===== src/rtl/vga_pkg.sv =====
// Shared 640x480@60 timing constants, Hack screen window geometry and the
// scan-out FSM state type.
package vga_pkg;

  localparam int H_ACTIVE = 640;
  localparam int H_FP     = 16;
  localparam int H_SYNC   = 96;
  localparam int H_BP     = 48;
  localparam int H_TOTAL  = H_ACTIVE + H_FP + H_SYNC + H_BP;

  localparam int V_ACTIVE = 480;
  localparam int V_FP     = 10;
  localparam int V_SYNC   = 2;
  localparam int V_BP     = 33;
  localparam int V_TOTAL  = V_ACTIVE + V_FP + V_SYNC + V_BP;

  localparam int HS_START = H_ACTIVE + H_FP;
  localparam int HS_END   = HS_START + H_SYNC - 1;
  localparam int VS_START = V_ACTIVE + V_FP;
  localparam int VS_END   = VS_START + V_SYNC - 1;

  localparam int X_OFFSET      = 64;
  localparam int Y_OFFSET      = 112;
  localparam int SCR_W         = 512;
  localparam int SCR_H         = 256;
  localparam int WORDS_PER_ROW = SCR_W / 16;

  typedef enum logic [1:0] {
    WAIT_LOAD  = 2'd0,
    WAIT_FRAME = 2'd1,
    RUN        = 2'd2
  } scan_state_t;

endpackage


===== src/rtl/vga_timing.sv =====
// Free-running h/v raster counters with combinational sync and data-enable
// decode; callers register the decoded signals alongside their pixel data.
module vga_timing
  import vga_pkg::*;
#(
  parameter int H_ACT   = H_ACTIVE,
  parameter int H_FRONT = H_FP,
  parameter int H_PULSE = H_SYNC,
  parameter int H_BACK  = H_BP,
  parameter int V_ACT   = V_ACTIVE,
  parameter int V_FRONT = V_FP,
  parameter int V_PULSE = V_SYNC,
  parameter int V_BACK  = V_BP
) (
  input  logic       clk,
  input  logic       reset_n,
  output logic [9:0] h,
  output logic [9:0] v,
  output logic       hs,
  output logic       vs,
  output logic       de,
  output logic       frame_end
);

  localparam logic [9:0] H_LAST = 10'(H_ACT + H_FRONT + H_PULSE + H_BACK - 1);
  localparam logic [9:0] V_LAST = 10'(V_ACT + V_FRONT + V_PULSE + V_BACK - 1);
  localparam logic [9:0] HS_LO  = 10'(H_ACT + H_FRONT);
  localparam logic [9:0] HS_HI  = 10'(H_ACT + H_FRONT + H_PULSE - 1);
  localparam logic [9:0] VS_LO  = 10'(V_ACT + V_FRONT);
  localparam logic [9:0] VS_HI  = 10'(V_ACT + V_FRONT + V_PULSE - 1);
  localparam logic [9:0] H_VIS  = 10'(H_ACT);
  localparam logic [9:0] V_VIS  = 10'(V_ACT);

  always_ff @(posedge clk or negedge reset_n) begin
    if (!reset_n) begin
      h <= '0;
      v <= '0;
    end else if (h == H_LAST) begin
      h <= '0;
      v <= (v == V_LAST) ? '0 : v + 10'd1;
    end else begin
      h <= h + 10'd1;
    end
  end

  assign hs        = !((h >= HS_LO) && (h <= HS_HI));
  assign vs        = !((v >= VS_LO) && (v <= VS_HI));
  assign de        = (h < H_VIS) && (v < V_VIS);
  assign frame_end = (h == H_LAST) && (v == V_LAST);

endmodule


===== src/rtl/vram_scanout.sv =====
// Hack screen scan-out: fetches one 16-bit VRAM word per 16 pixels of the
// centred 512x256 window and serialises it LSB-first onto a 1-bit video pin.
module vram_scanout
  import vga_pkg::*;
#(
  parameter int V_ACT   = V_ACTIVE,
  parameter int V_FRONT = V_FP,
  parameter int V_PULSE = V_SYNC,
  parameter int V_BACK  = V_BP,
  parameter int WIN_Y   = Y_OFFSET,
  parameter int WIN_H   = SCR_H
) (
  input  logic        clk,
  input  logic        reset_n,
  input  logic        vram_loaded,
  output logic        vram_rden,
  output logic [13:0] vram_raddr,
  input  logic [15:0] vram_data,
  output logic        hsync,
  output logic        vsync,
  output logic        de,
  output logic        video
);

  localparam logic [9:0] X_LO     = 10'(X_OFFSET);
  localparam logic [9:0] X_HI     = 10'(X_OFFSET + SCR_W - 1);
  localparam logic [9:0] FETCH_LO = 10'(X_OFFSET - 2);
  localparam logic [9:0] FETCH_HI = 10'(X_OFFSET + SCR_W - 18);
  localparam logic [9:0] ROW_LO   = 10'(WIN_Y);
  localparam logic [9:0] ROW_HI   = 10'(WIN_Y + WIN_H - 1);

  logic [9:0]  h;
  logic [9:0]  v;
  logic        hs_raw;
  logic        vs_raw;
  logic        de_raw;
  logic        frame_end;

  scan_state_t state;
  scan_state_t state_nxt;

  logic        active;
  logic        row_valid;
  logic [7:0]  row_idx;
  logic [8:0]  fetch_off;
  logic        fetch_hit;
  logic        rden_q;
  logic [15:0] shifter;
  logic        pix_raw;

  vga_timing #(
    .V_ACT   (V_ACT),
    .V_FRONT (V_FRONT),
    .V_PULSE (V_PULSE),
    .V_BACK  (V_BACK)
  ) u_timing (
    .clk       (clk),
    .reset_n   (reset_n),
    .h         (h),
    .v         (v),
    .hs        (hs_raw),
    .vs        (vs_raw),
    .de        (de_raw),
    .frame_end (frame_end)
  );

  always_ff @(posedge clk or negedge reset_n) begin
    if (!reset_n) state <= WAIT_LOAD;
    else          state <= state_nxt;
  end

  // Display only starts from a frame boundary so a half-drawn first frame never appears.
  always_comb begin
    state_nxt = state;
    case (state)
      WAIT_LOAD:  if (vram_loaded) state_nxt = WAIT_FRAME;
      WAIT_FRAME: if (frame_end)   state_nxt = RUN;
      RUN:        state_nxt = RUN;
      default:    state_nxt = WAIT_LOAD;
    endcase
    if (!vram_loaded) state_nxt = WAIT_LOAD;
  end

  // Gating on vram_loaded directly stops reads and pixels in the very cycle it drops.
  assign row_valid = (v >= ROW_LO) && (v <= ROW_HI);
  assign row_idx   = 8'(v - ROW_LO);
  assign active    = (state == RUN) && vram_loaded && row_valid;

  // VRAM read port: a one-cycle rden with raddr; the word is on vram_data the
  // following cycle and is captured on the edge that ends that cycle.
  assign fetch_off  = 9'(h - FETCH_LO);
  assign fetch_hit  = (h >= FETCH_LO) && (h <= FETCH_HI) && (fetch_off[3:0] == 4'd0);
  assign vram_rden  = active && fetch_hit;
  assign vram_raddr = vram_rden ? 14'({row_idx, fetch_off[8:4]}) : '0;

  always_ff @(posedge clk or negedge reset_n) begin
    if (!reset_n) begin
      rden_q  <= 1'b0;
      shifter <= '0;
    end else begin
      rden_q <= vram_rden;
      if (rden_q) shifter <= vram_data;
      else        shifter <= {1'b0, shifter[15:1]};
    end
  end

  assign pix_raw = active && (h >= X_LO) && (h <= X_HI) && shifter[0];

  always_ff @(posedge clk or negedge reset_n) begin
    if (!reset_n) begin
      hsync <= 1'b1;
      vsync <= 1'b1;
      de    <= 1'b0;
      video <= 1'b0;
    end else begin
      hsync <= hs_raw;
      vsync <= vs_raw;
      de    <= de_raw;
      video <= pix_raw;
    end
  end

endmodule


===== config.mk =====
export PLATFORM = sky130hd
export DESIGN_NAME = vram_scanout
export DESIGN_NICKNAME = d
export VERILOG_FILES = /design/src/rtl/vga_pkg.sv /design/src/rtl/vga_timing.sv /design/src/rtl/vram_scanout.sv
export SDC_FILE = /design/constraint.sdc
export NUM_CORES = 1
export LEC_CHECK = 0
export ABC_AREA = 1
export CAP_MARGIN = 20
export CORE_ASPECT_RATIO = 1.75
export CORE_MARGIN = 4
export CORE_UTILIZATION = 49
export CTS_CLUSTER_SIZE = 28
export DETAILED_ROUTE_END_ITERATION = 10
export GPL_TIMING_DRIVEN = 1
export PLACE_DENSITY = 0.76
export SETUP_SLACK_MARGIN = 0.4
export SYNTH_ARGS = -nofsm -noshare
export SYNTH_HDL_FRONTEND = slang
export SYNTH_HIERARCHICAL = 1
export SYNTH_SLANG_ARGS = --single-unit

===== constraint.sdc =====
create_clock -name clk -period 1.7 [get_ports clk]
set_input_delay 0.34 -clock clk [delete_from_list [all_inputs] [get_ports clk]]
set_output_delay 0.34 -clock clk [all_outputs]
set_load 0.005 [all_outputs]

After elaboration in Yosys (flattened, before gate mapping)

Index checks and enable logic that the tools add are counted.

Flip-flop bits (word level): 43
Input bits: 19
Output and inout port bits: 19
Logic and storage cells: 54

Add/sub/neg operators: 4
Order comparisons: 12
Eq/ne operators: 5
Mux-type cells: 7
Reduce and logical (&&, ||, !) cells: 17

Operator list:

| kind                                                                | number |
|---|---|
| <= comparator 10 bit (second input constant)                        | 3 |
| adder 10 x 1 -> 10 bit (second input constant)                      | 2 |
| equality test 10 bit (second input constant)                        | 2 |
| greater-or-equal comparator 10 x 7 -> 1 bit (second input constant) | 2 |
| <= comparator 10 x 9 -> 1 bit (second input constant)               | 2 |
| 2-to-1 mux 10 bit                                                   | 2 |
| 2-to-1 mux 16 bit                                                   | 1 |
| logical AND 1 bit                                                   | 13 |
| 2-to-1 mux 13 bit                                                   | 1 |
| greater-or-equal comparator 10 bit (second input constant)          | 1 |
| greater-or-equal comparator 10 x 6 -> 1 bit (second input constant) | 1 |
| greater-or-equal comparator 10 x 9 -> 1 bit (second input constant) | 1 |
| less-than comparator 10 bit (second input constant)                 | 1 |
| less-than comparator 10 x 9 -> 1 bit (second input constant)        | 1 |
| subtractor 9 x 6 -> 9 bit (second input constant)                   | 1 |
| subtractor 8 x 7 -> 8 bit (second input constant)                   | 1 |
| one-hot mux 2 bit (3 select lines)                                  | 1 |
| zero test 4 bit                                                     | 1 |
| 2-to-1 mux 2 bit                                                    | 2 |
| inequality test 3 bit (second input constant)                       | 1 |
| equality test 2 x 1 -> 1 bit (second input constant)                | 1 |
| equality test 2 bit (second input constant)                         | 1 |
| zero test 1 bit                                                     | 2 |
| zero test 2 bit                                                     | 1 |

Logic depth before layout (Yosys ltp)

Gate-level depths: netlist of run 1.

Word-level depth: 6
Gate-level depth with buffers: 11
Depth with buffers taken out: 11

By module

The synthesis of run 1 kept the hierarchy.

By module, submodules not included:

| module       | instances | cells each | area an instance (sq um) | sequential area each (sq um) |
|---|---|---|---|---|
| vram_scanout | 1         | 148        | 1337.5                   | 578.1 |
| vga_timing   | 1         | 165        | 1242.4                   | 500.5 |

Worst setup path after synthesis of run 1

OpenSTA, ideal clock, no wires.

Path kind: register to output
Start: register u_timing.h[1]
End: output port vram_raddr[10]
Arrival: 1475 ps
Required time: 1360 ps
Slack: -115 ps
Stages on the path, launching flop included: 11
Path buffers: 1
Path through: dfrtp_1 inv_1 ha_1 nor2_1 nand2_1 nor2_1 nand2_1 nor2_2 nand2_2 buf_6 nor2_2

Longest elaborated chain between the ends: 5
Elaborated cells on any way between the ends: 8
Classes of those cells: add/sub (1); order compare (2); mux (1); reduce/logical (4)

RTL lines:

| what                                                 | line               | RTL |
|---|---|---|
| start: declaration                                   | vga_timing.sv:17   | `output logic [9:0] h,` |
| start signal: assignment                             | vga_timing.sv:42   | `h <= h + 10'd1;` |
| subtractor 9 x 6 -> 9 bit (tied with other cells)    | vram_scanout.sv:91 | `assign fetch_off = 9'(h - FETCH_LO);` |
| zero test 4 bit or logical AND 1 bit (tied branches) | vram_scanout.sv:92 | `assign fetch_hit = (h >= FETCH_LO) && (h <= FETCH_HI) && (fetch_off[3:0] == 4'd0);` |
| logical AND 1 bit (*)                                | vram_scanout.sv:92 |  |
| logical AND 1 bit (*)                                | vram_scanout.sv:93 | `assign vram_rden = active && fetch_hit;` |
| 2-to-1 mux 13 bit (*)                                | vram_scanout.sv:94 | `assign vram_raddr = vram_rden ? 14'({row_idx, fetch_off[8:4]}) : '0;` |
| end: declaration                                     | vram_scanout.sv:17 | `output logic [13:0] vram_raddr,` |

Mark *: on every way between the ends. The rest lies on a longest branch, timed or not.

Worst setup path after layout of run 1

Start: register u_timing.v[4]
End: output port vram_raddr[5]

Longest elaborated chain between the ends: 5
Elaborated cells on any way between the ends: 6
Classes of those cells: order compare (2); mux (1); reduce/logical (3)

RTL lines:

| what                                                                                         | line               | RTL |
|---|---|---|
| start: declaration                                                                           | vga_timing.sv:18   | `output logic [9:0] v,` |
| start signal: assignment                                                                     | vga_timing.sv:40   | `v <= (v == V_LAST) ? '0 : v + 10'd1;` |
| greater-or-equal comparator 10 x 7 -> 1 bit or <= comparator 10 x 9 -> 1 bit (tied branches) | vram_scanout.sv:85 | `assign row_valid = (v >= ROW_LO) && (v <= ROW_HI);` |
| logical AND 1 bit (*)                                                                        | vram_scanout.sv:85 |  |
| logical AND 1 bit (*)                                                                        | vram_scanout.sv:87 | `assign active = (state == RUN) && vram_loaded && row_valid;` |
| logical AND 1 bit (*)                                                                        | vram_scanout.sv:93 |  |
| 2-to-1 mux 13 bit (*)                                                                        | vram_scanout.sv:94 |  |

Marks and branches as above.

==> results.md, run 1 <==
- Max Transition Viols Final: 0
- Num CTS Buffers: 5
- Clock Tree Buf Depth: 2
- GRT Residual Overflow: 0
- Critical R2R Launch: u_timing/h[1]
- Vias in the first global route: about 2600
- Post-route DRC: 0
- Die ar.: 0.00654 sq mm
- WL per Instance: between 10 and 15 um
- H-tree depth: 2
- Combinational Power Share: 0.098
- Outcome: finished with violations
- Asr flop ratio synth: 1.00
- Setup Skew: roughly 0.0028 ns
- Final hold vios: 0
- Finish-stage setup viols: 15
- Critical Path End: vram_raddr[5]
- Dpl cell area: between 0.003 and 0.004 sq mm
- Initial antenna violation count: 0
- Clk_lat worst skew: ~0.30 ns
- Placer Congestion: around 0.84
- Number of diodes: 0
- Clock sink count: between 40 and 50
- Worst Setup SP: u_timing/v[4]
- GRT Overall Usage: 0.216
- First drt pass iteration count: 4
- M1 WL: 2420 um
- Design Area, Final: between 0.003 and 0.004 sq mm
- Met2 Wirelength: between 3000 and 4000 um
- Metal3 WL: between 200 and 300 um
- Worst Path Required: 1.36 ns
- Post-synth cell types: 31
- Clock power frac: 0.351
- Setup WS post-layout: -0.686 ns
- Internal power: between 1 and 1.5 mW
- Worst hold slack: 0.0114 ns
- R2r setup slk: 0 ns
- Worst Tran Pin Value: roughly 0.53 ns
- Final nets: ~450
- Yosys reg bits: 43
- Worst slew margin: 0.646
- Largest net degree at the start of global routing: 24
- CTS tree: yes
- Most area-consuming cells after synthesis: dfrtp_1, nand2_1, inv_1
- Net Sw Frac: 0.250
- Synthesis Warnings: 6
- Die Span X: roughly 63 um
- Path type of the worst setup path: flop to output port
- Post-Syn Instances: 313
- Peak Freq: between 400 and 500 MHz
- Max Cap Viol: 0
- Reg2reg path depth: 9
- Top Layer Used: met4
- Sw power: approximately 0.48 mW
- Top cell type's share of synthesized area: 0.398
- Arrival time of the worst setup path: about 2.1 ns
- Die Height: about 100 um
- IO Count: 38
- 1st-iter DRT viols: ~180
- Most frequent cells after synthesis: nand2_1, inv_1, dfrtp_1, nor2_1, nand3_1
- Cell Rows: 34
- RSZ-0062 raised after global routing: yes
- Root Buffer: clkbuf_8
- Max VDD drop: roughly 0.43 mV
- Area grow syn2layout: 48.4%
- Worst reg2reg endpoint: u_timing/h[3]
- Count leader, synth: nand2_1
- PwrDens: roughly 500 mW/mm^2
- Input/output buffers: 36
- Post-placement setup slack: -0.803 ns
- Clk slew on worst S/H paths: 0.09 ns
- Total core area: about 0.005 sq mm
- Final critical-path required period: 2.39 ns
- Pleak: between 1.5 and 2 nW
- Syn_nets: 344
- Mapped Area: 0.00258 sq mm
- Most used DFF post-synth: dfrtp_1
- First-pass GRT wire length: 11200 um
- Register area share after synthesis: 0.418
- Vias: between 2000 and 2500
- Crit Path Max Fanout: 7
- Initial core utilization: 0.514
- Mapped Avg Cell Area: 8.24 sq um
- Final Cycle Share: 1.40
- Type of origin of the critical path: flop
- ANT nets after route: 0
- Failing checks: negative setup slack
- Synth area leader: dfrtp_1
- Flop pwr share: 0.551
- Element type at the critical path end: output port
- EDFF count, synth: 0
- Layout cells sized above 1: 0.421
- Worst hold path type: input port to async pin
- FILL cells: approximately 320
- DP Wirelength: 4660 um
- Vias per std cell: 5.24
- Final wirelength: approximately 7000 um
-- routing by layer --
layer	global-route usage	up-vias
li1	-	1181
met4	0.118	0
met3	0.0400	35
met5	0	-
met2	0.398	80
met1	0.225	1177
-- cell usage in the layout, fill, tap and decap left out, drive strengths merged --
master,instances
clkinv,2
nand2,60
nor3,3
nand3b,5
ha,12
o21bai,1
conb,1
mux2,15
nand3,20
o211ai,1
nand4,6
xor2,10
nor2,55
nor4,1
dfstp,2
inv,51
clkdlybuf4s50,17
dfrtp,41
a21oi,8
clkdlybuf4s15,2
buf,82
xnor2,2
clkinvlp,2
clkbuf,5
o21ai,14
-- worst min-delay path by stage --
stage,slack [ns],startpoint,to,cells past startpoint
finish,0.01,reset_n,state[1],1
floorplan,0.04,reset_n,de,0
global route,0.05,reset_n,u_timing/v[3],1
detailed placement,0.35,reset_n,state[0],1
global placement,0.35,reset_n,state[1],1
CTS,0.02,reset_n,state[1],1
-- state kept, by name, summed over array words and instances (netlist names), 2 cells and up --
| register | cells |
|---|---|
| u_timing/h | 10 |
| u_timing/v | 10 |
| state | 2 |
| shifter | 16 |
-- critical path, stage by stage, from the launching register on --
cell and delay, ns:
dfrtp_2 0.45, inv_2 0.06, ha_2 0.15, inv_1 0.03, nor2_1 0.10, nand3_1 0.09, nand2_1 0.08, nand2_2 0.06
nor2_2 0.14, nand2_4 0.11, buf_12 0.17, buf_6 0.12, nor2_4 0.06, buf_2 0.11
-- final cells by class --
cell class,count,area (sq um),share of cell area
clock inverters,3,23.8,0.00621
repair inverters,1,8.76,0.00229
inverters,51,201,0.0526
well taps,54,67.6,0.0177
clock buffers,5,68.8,0.0180
flip-flops and latches,43,1080,0.282
multi-input cells,214,1500,0.391
repair buffers,101,878,0.229
-- repair_timing --
item,in CTS,in global routing
pin swaps,11,15
resized for setup,114,29
cloned,2,0
setup buffers,8,8
endpoints found under the setup margin,42,40
hold buffers,0,0
-- kinds of logic after synthesis --
logic type | share of synthesized area
other | 0.00145
AOI/OAI and AO/OA | 0.0514
DFF | 0.418
buffers and inverters | 0.0917
xor gates and xnor gates | 0.0407
adders and majority gates | 0.0582
and+or+nand+nor | 0.273
muxes | 0.0655
-- per-stage QoR --
stage | std cells | util | total power, mW | TNS (ns)
after CTS | 464 | 0.731 | 1.94 | -8.90
after global placement | 446 | 0.677 | 1.25 | -10.42
after global routing | 472 | 0.762 | 2.01 | -10.46
final | 472 | 0.762 | 1.92 | -8.69
after detailed placement | 446 | 0.677 | 1.27 | -10.86
after floorplan | 313 | - | 1.15 | -0.430
-- power by group through the flow --
stage | Clock, mW | Sequential, mW | Combinational, mW
3_3_place_gp | 0 | 1.08 | 0.177
4_1_cts | 0.694 | 1.06 | 0.191
6_report | 0.674 | 1.06 | 0.188
2_1_floorplan | 0 | 1.08 | 0.0746
5_1_grt | 0.736 | 1.06 | 0.219
3_5_place_dp | 0 | 1.08 | 0.191
No activity file was read; power rests on OpenSTA's default activity.
==> run 2: changes to the inputs <==
- CAP_MARGIN: 20 -> default
- CORE_ASPECT_RATIO: 1.75 -> default
- GPL_ROUTABILITY_DRIVEN: default -> 1
==> results.md, run 2 (synthesized netlist as in run 1, its figures left out) <==
- DP Wirelength: 4250 um (was 4660 um)
- Cell Rows: 26 (was 34)
- Layout cells sized above 1: 0.442 (was 0.421)
- Worst hold path type: input port to async pin (unchanged)
- Clk_lat worst skew: 0.29 ns (was 0.30 ns)
- Outcome: finished with violations (unchanged)
- Root Buffer: clkbuf_8 (unchanged)
- Critical Path End: vram_raddr[2] (was vram_raddr[5])
- Vias: 2431 (was 2473)
- PwrDens: 550 mW/mm^2 (was 502 mW/mm^2)
- Post-route DRC: 0 (unchanged)
- Reg2reg path depth: 10 (was 9)
- CTS tree: yes (unchanged)
- GRT Overall Usage: 0.211 (was 0.216)
- Placer Congestion: 0.841 (was 0.844)
- WL per Instance: 13.4 um (was 14.8 um)
- Number of diodes: 0 (unchanged)
- Post-Route Utilization: 0.772 (was 0.762)
- Final nets: 451 (was 448)
- Worst Tran Pin Value: 0.548 ns (was 0.532 ns)
- Worst reg2reg endpoint: u_timing/v[5] (was u_timing/h[3])
- Num CTS Buffers: 5 (unchanged)
- First-pass GRT wire length: 10500 um (was 11200 um)
- Path type of the worst setup path: flop to output port (unchanged)
- Most frequent cells in the layout: buf_4, nand2_1, inv_1 (was buf_4, nand2_1, inv_1, dfrtp_1, nor2_1)
- Clock Tree Buf Depth: 2 (unchanged)
- Largest net degree at the start of global routing: 44 (was 24)
- Seq. cell area: 0.00108 sq mm (about the same)
- Worst Setup SP: u_timing/h[2] (was u_timing/v[4])
- Worst slew margin: 0.634 (was 0.646)
- Total core area: 0.00511 sq mm (was 0.00502 sq mm)
- Top Registers: shifter: 16 flops, u_timing/h: 10 flops, u_timing/v: 10 flops (unchanged)
- Pleak: 2.01 nW (was 1.93 nW)
- Setup Skew: 0.00658 ns (was 0.00281 ns)
- Crit Path Max Fanout: 6 (was 7)
- R2r setup slk: -0.14 ns (was 0 ns)
- Die ar.: 0.00649 sq mm (was 0.00654 sq mm)
- Final wirelength: 6590 um (was 6970 um)
- Arrival time of the worst setup path: 2.03 ns (was 2.05 ns)
- Area grow syn2layout: 52.8% (was 48.4%)
- CTS Hold Bufs: 0 (unchanged)
- Vias in the first global route: 2405 (was 2570)
- ANT nets after route: 0 (unchanged)
- Pwr Total: 2.17 mW (was 1.92 mW)
- Final hold vios: 0 (unchanged)
- Clock sink count: 43 (unchanged)
- IO Count: 38 (unchanged)
- Multi-input gate area: 0.00154 sq mm (was 0.00150 sq mm)
- Clk slew on worst S/H paths: 0.08 ns (was 0.09 ns)
- Max Cap Viol: 0 (unchanged)
- Worst Path Required: 1.36 ns (about the same)
- Initial antenna violation count: 0 (unchanged)
- Critical R2R Launch: u_timing/h[1] (unchanged)
- 1st-iter DRT viols: 168 (was 177)
- Type of origin of the critical path: flop (unchanged)
- RSZ-0062 raised after global routing: yes (unchanged)
- Die Height: 80.6 um (was 104 um)
- Input/output buffers: 36 (unchanged)
- Failing checks: negative setup slack (unchanged)
- Vias per std cell: 4.95 (was 5.24)
- Largest register FFs: 16 (unchanged)
- Commonest non-fill, non-tap cell in the layout: buf_4 (unchanged)
- Final critical-path required period: 2.37 ns (was 2.39 ns)
- Finish-stage setup viols: 31 (was 15)
- H-tree depth: 2 (unchanged)
- First drt pass iteration count: 4 (unchanged)
- Max VDD drop: 0.495 mV (was 0.432 mV)
- Setup WS post-layout: -0.674 ns (was -0.686 ns)
- Initial core utilization: 0.505 (was 0.514)
- Element type at the critical path end: output port (unchanged)
- TNS Setup: -10.46 ns (was -8.69 ns)
- Max Transition Viols Final: 0 (unchanged)
- Final Cycle Share: 1.40 (about the same)
- Top reg by flops: shifter (unchanged)
- Peak Freq: 421 MHz (was 419 MHz)
- GRT Residual Overflow: 0 (unchanged)
- FILL cells: 348 (was 323)
- Die Span X: 80.6 um (was 62.9 um)
## run 2: layer usage
metal / vias to the layer above / global-route usage / wire length (um)
met4: 0 / 0.0726 / 114
met5: - / 0 / 0
met3: 10 / 0.0336 / 297
met2: 65 / 0.413 / 3690
li1: 1198 / - / -
met1: 1158 / 0.226 / 2480
## run 2: how the worst min path moves through the flow
stage	startpoint	to	slack (ns)	cells after the start
finish	reset_n	shifter[3]	0.11	2
global route	reset_n	shifter[2]	0.15	2
detailed placement	reset_n	shifter[3]	0.45	2
CTS	reset_n	shifter[3]	0.13	2
global placement	reset_n	shifter[2]	0.44	2
floorplan	reset_n	de	0.04	0
## run 2: what timing repair did
| item | in CTS | in global routing |
|---|---|---|
| setup endpoints to repair | 41 | 40 |
| gates resized for setup | 113 | 45 |
| gates cloned | 1 | 0 |
| pin swaps | 20 | 15 |
| buffers inserted | 12 | 9 |
## run 2: power by group
| group | switching, mW | total [mW] | leakage [nW] | internal [mW] |
|---|---|---|---|---|
| sequential | 0.0136 | 1.06 | 0.566 | 1.04 |
| combinational | 0.0895 | 0.180 | 1.38 | 0.0900 |
| clock | 0.344 | 0.931 | 0.0654 | 0.587 |
## run 2: critical path: stages (launching register included)
cell and delay (ns):
dfrtp_1 0.42, buf_6 0.14, ha_4 0.16, nor2_4 0.10
nor2_2 0.05, nor2_2 0.12, nand2_1 0.08, nor2_2 0.10
nand2_2 0.10, buf_6 0.13, buf_8 0.13, nor2_1 0.08
buf_2 0.12
## run 2: per-stage QoR
stage / hold slack (ns) / cell area (sq um) / worst slack, ns / cells
after detailed placement: 0.446 / 3400 / -0.783 / 461
after global routing: 0.153 / 3940 / -0.787 / 491
after floorplan: 0.0444 / 2640 / -0.0449 / 313
after global placement: 0.440 / 3400 / -0.717 / 461
final: 0.112 / 3940 / -0.674 / 491
after CTS: 0.126 / 3720 / -0.670 / 482
## run 2: area by class of cell
| class | instances | area share |
|---|---|---|
| well taps | 70 | 0.0222 |
| repair buffers | 104 | 0.224 |
| clock buffers | 6 | 0.0184 |
| multi-input cells | 214 | 0.391 |
| flip-flops and latches | 43 | 0.275 |
| repair inverters | 1 | 0.00222 |
| inverters | 51 | 0.0517 |
| clock inverters | 2 | 0.0152 |
==> run 3: changes to the inputs <==
- CORE_UTILIZATION: 49 -> 54
- PLACE_DENSITY: 0.76 -> 0.8
- SYNTH_HIERARCHICAL: 1 -> default
- clock period: 1.7 -> 2.7 ns (I/O delays scaled with it)
==> results.md, run 3 <==
- Root Buffer: clkbuf_8 (unchanged)
- Commonest non-fill, non-tap cell in the layout: nand2_1 (was buf_4)
- Final wirelength: 6110 um (was 6590 um)
- Slowest CP cell: dfrtp_1 (unchanged)
- Post-synth cell types: 29 (was 31)
- Top reg by flops: shifter (unchanged)
- Register area share after synthesis: 0.430 (was 0.418)
- Setup Skew: 0.0139 ns (was 0.00658 ns)
- FILL cells: 310 (was 348)
- Reg2reg path depth: 8 (was 10)
- Outcome: finished clean (was finished with violations)
- Worst slew margin: 0.380 (was 0.634)
- Placer Congestion: 0.887 (was 0.841)
- First drt pass iteration count: 5 (was 4)
- Internal power: 0.891 mW (was 1.72 mW)
- Worst Path Required: 2.16 ns (was 1.36 ns)
- Clock power frac: 0.364 (was 0.429)
- H-tree depth: 2 (unchanged)
- Worst hold slack: 0.364 ns (was 0.112 ns)
- CTS tree: yes (unchanged)
- Most frequent cells after synthesis: nand2_1, dfrtp_1, nor2_1, inv_1, nand3_1 (was nand2_1, inv_1, dfrtp_1, nor2_1, nand3_1)
- Vias: 2341 (was 2431)
- Max Cap Viol: 0 (unchanged)
- Synthesis Warnings: 0 (was 6)
- Cell Rows: 24 (was 26)
- Arrival time of the worst setup path: 1.95 ns (was 2.03 ns)
- Worst reg2reg endpoint: state[0] (was u_timing/v[5])
- Die Height: 76.2 um (was 80.6 um)
- Worst Tran Pin Value: 0.930 ns (was 0.548 ns)
- Worst hold path type: input port to async pin (unchanged)
- Vias per std cell: 5.52 (was 4.95)
- Post-Syn Instances: 305 (was 313)
- Clk_lat worst skew: 0.30 ns (was 0.29 ns)
- Max Transition Viols Final: 0 (unchanged)
- Net Sw Frac: 0.250 (was 0.206)
- Combinational Power Share: 0.079 (was 0.083)
- Flop pwr share: 0.557 (was 0.488)
- WL per Instance: 14.4 um (was 13.4 um)
- PwrDens: 353 mW/mm^2 (was 550 mW/mm^2)
- Pwr Total: 1.19 mW (was 2.17 mW)
- RSZ-0062 raised after global routing: yes (unchanged)
- Initial core utilization: 0.569 (was 0.505)
- Buf/Inv on CP: 3 (was 4)
- Yosys reg bits: 43 (unchanged)
- Final critical-path required period: approximately 2.5 ns
- Most area-consuming cells after synthesis: dfrtp_1, nand2_1, mux2_2 (was dfrtp_1, nand2_1, inv_1)
- Input/output buffers: 36 (unchanged)
- Final nets: 403 (was 451)
- 1st-iter DRT viols: 210 (was 168)
- Clock sink count: 43 (unchanged)
- EDFF count, synth: 0 (unchanged)
- Area grow syn2layout: 34.0% (was 52.8%)
- Die Span X: 76.2 um (was 80.6 um)
- Most used DFF post-synth: dfrtp_1 (unchanged)
- ANT nets after route: 0 (unchanged)
- GRT Overall Usage: 0.206 (was 0.211)
- Post-placement setup slack: -0.0793 ns (was -0.783 ns)
- Top Registers: shifter: 16 flops, u_timing.h: 10 flops, u_timing.v: 10 flops (was shifter: 16 flops, u_timing/h: 10 flops, u_timing/v: 10 flops)
- Element type at the critical path end: output port (unchanged)
- Die ar.: 0.00580 sq mm (was 0.00649 sq mm)
- Top cell type's share of synthesized area: 0.409 (was 0.398)
- Post-route DRC: 0 (unchanged)
- Mapped Area: 0.00251 sq mm (was 0.00258 sq mm)
- DP Wirelength: 3980 um (was 4250 um)
- Final Cycle Share: 0.923
- Largest net degree at the start of global routing: 44 (unchanged)
- Synth area leader: dfrtp_1 (unchanged)
- Number of diodes: 0 (unchanged)
- Most used cell, CP: nand2_1 (was nor2_2)
- Layout cells sized above 1: 0.325 (was 0.442)
- Slowest stage delay, CP: 0.42 ns (about the same)
- Setup WS post-layout: 0.209 ns (was -0.674 ns)
- Num CTS Buffers: 5 (unchanged)
- Largest register FFs: 16 (unchanged)
- Path type of the worst setup path: flop to output port (unchanged)
- Critical R2R Launch: u_timing.h[1] (was u_timing/h[1])
- Mapped Avg Cell Area: 8.23 sq um (was 8.24 sq um)
- Clock Tree Buf Depth: 2 (unchanged)
- Peak Freq: between 400 and 500 MHz
- Syn_nets: 337 (was 344)
- Type of origin of the critical path: flop (unchanged)
- R2r setup slk: 0.74 ns (was -0.14 ns)
- Total core area: 0.00441 sq mm (was 0.00511 sq mm)
- Most frequent cells in the layout: nand2_1, dfrtp_1, nor2_1 (was buf_4, nand2_1, inv_1)
- IO Count: 38 (unchanged)
- Critical Path, Cell by Cell: inv_1 > nand2_1 > nor2_1 > nand2_1 > nand2_1 > nand2_2 > nor2_4 > nand2_4 > buf_6 > nor2_1 > buf_2 (was buf_6 > ha_4 > nor2_4 > nor2_2 > nor2_2 > nand2_1 > nor2_2 > nand2_2 > buf_6 > buf_8 > nor2_1 > buf_2)
- Finish-stage setup viols: 0 (was 31)
- Post-Route Utilization: 0.762 (was 0.772)
- Crit path max-delay family: simple AND/OR/NAND/NOR gates (unchanged)
- Pleak: 1.70 nW (was 2.01 nW)
- Crit Path Max Fanout: 6 (unchanged)
- First-pass GRT wire length: 9920 um (was 10500 um)
- Final hold vios: 0 (unchanged)
- GRT Residual Overflow: 0 (unchanged)
- Max VDD drop: 0.259 mV (was 0.495 mV)
- Clk slew on worst S/H paths: 0.10 ns (was 0.08 ns)
- Initial antenna violation count: 0 (unchanged)
- Asr flop ratio synth: 1.00 (unchanged)
- Count leader, synth: nand2_1 (unchanged)
- Sw power: 0.297 mW (was 0.447 mW)
- Vias in the first global route: 2266 (was 2405)
run 3: cell count changes after synthesis, moves of 3 or more:
cell,change
o21ai_0,+4
nor2_2,-10
a21oi_1,-3
inv_1,-8
nand3_1,+6
nor3_1,+6
nand3b_1,-4
run 3: routing by layer:
metal,GRT usage,vias to the layer above,routed length [um]
li1,-,1102,-
met1,0.254,1112,2500
met2,0.348,115,3010
met3,0.0591,12,482
met4,0.0629,0,119
met5,0,-,0
run 3: what timing repair did:
action | 4_1_cts | 5_1_grt
gates cloned | 1 | 0
pin swaps | 14 | 6
hold endpoints to repair | 0 | 0
gates resized for setup | 87 | 35
setup buffers | 19 | 2
endpoints found under the setup margin | 14 | 14
hold buffers | 0 | 0
run 3: worst max-delay path by stage:
stage | start | end | slack, ns | cells past startpoint
2_1_floorplan | u_timing.h[1] | vram_raddr[10] | 0.78 | 10
3_3_place_gp | vram_loaded | vram_raddr[1] | -0.005 | 8
3_5_place_dp | vram_loaded | vram_raddr[5] | -0.08 | 8
4_1_cts | u_timing.v[0] | vram_raddr[7] | 0.26 | 12
5_1_grt | u_timing.v[2] | vram_raddr[4] | 0.04 | 11
6_report | u_timing.v[2] | vram_raddr[4] | 0.21 | 11
run 3: power groups by stage:
stage / registers [mW] / logic [mW] / clock network (mW)
after detailed placement: 0.675 / 0.0950 / 0
final: 0.662 / 0.0942 / 0.433
after floorplan: 0.674 / 0.0453 / 0
after global routing: 0.663 / 0.110 / 0.478
after CTS: 0.662 / 0.0966 / 0.443
after global placement: 0.674 / 0.0890 / 0
run 3: area by class of cell:
cell class,instances,area [sq um],share of cell area
clock inverters,3,26.3,0.00781
inverters,42,160,0.0476
well taps,52,65.1,0.0193
repair buffers,67,568,0.169
multi-input cells,212,1390,0.413
flip-flops and latches,43,1090,0.323
clock buffers,5,68.8,0.0205
run 3: kinds of logic after synthesis:
kind of cell,synth area share
other,0.00149
flip-flops,0.430
AND/OR/NAND/NOR,0.258
XOR/XNOR,0.0349
AO/OA/AOI/OAI,0.0538
buffers and inverters,0.0897
adder cells (fa/ha/maj),0.0648
multiplexers,0.0673
run 3: worst register-to-register path: cells and delay by family (launching register included):
family                   cells  cell delay [ns]
adder cells (fa/ha/maj)      1             0.20
buffers and inverters        1             0.13
AO/OA/AOI/OAI                1             0.08
flip-flops                   1             0.43
AND/OR/NAND/NOR              5             1.04
run 3: per-stage QoR:
step / std cells / instance area [sq um] / setup TNS (ns)
global route: 424 / 3360 / 0
CTS: 422 / 3230 / 0
finish: 424 / 3360 / 0
global placement: 394 / 2940 / -0.0177
floorplan: 305 / 2510 / 0
detailed placement: 394 / 2940 / -0.861
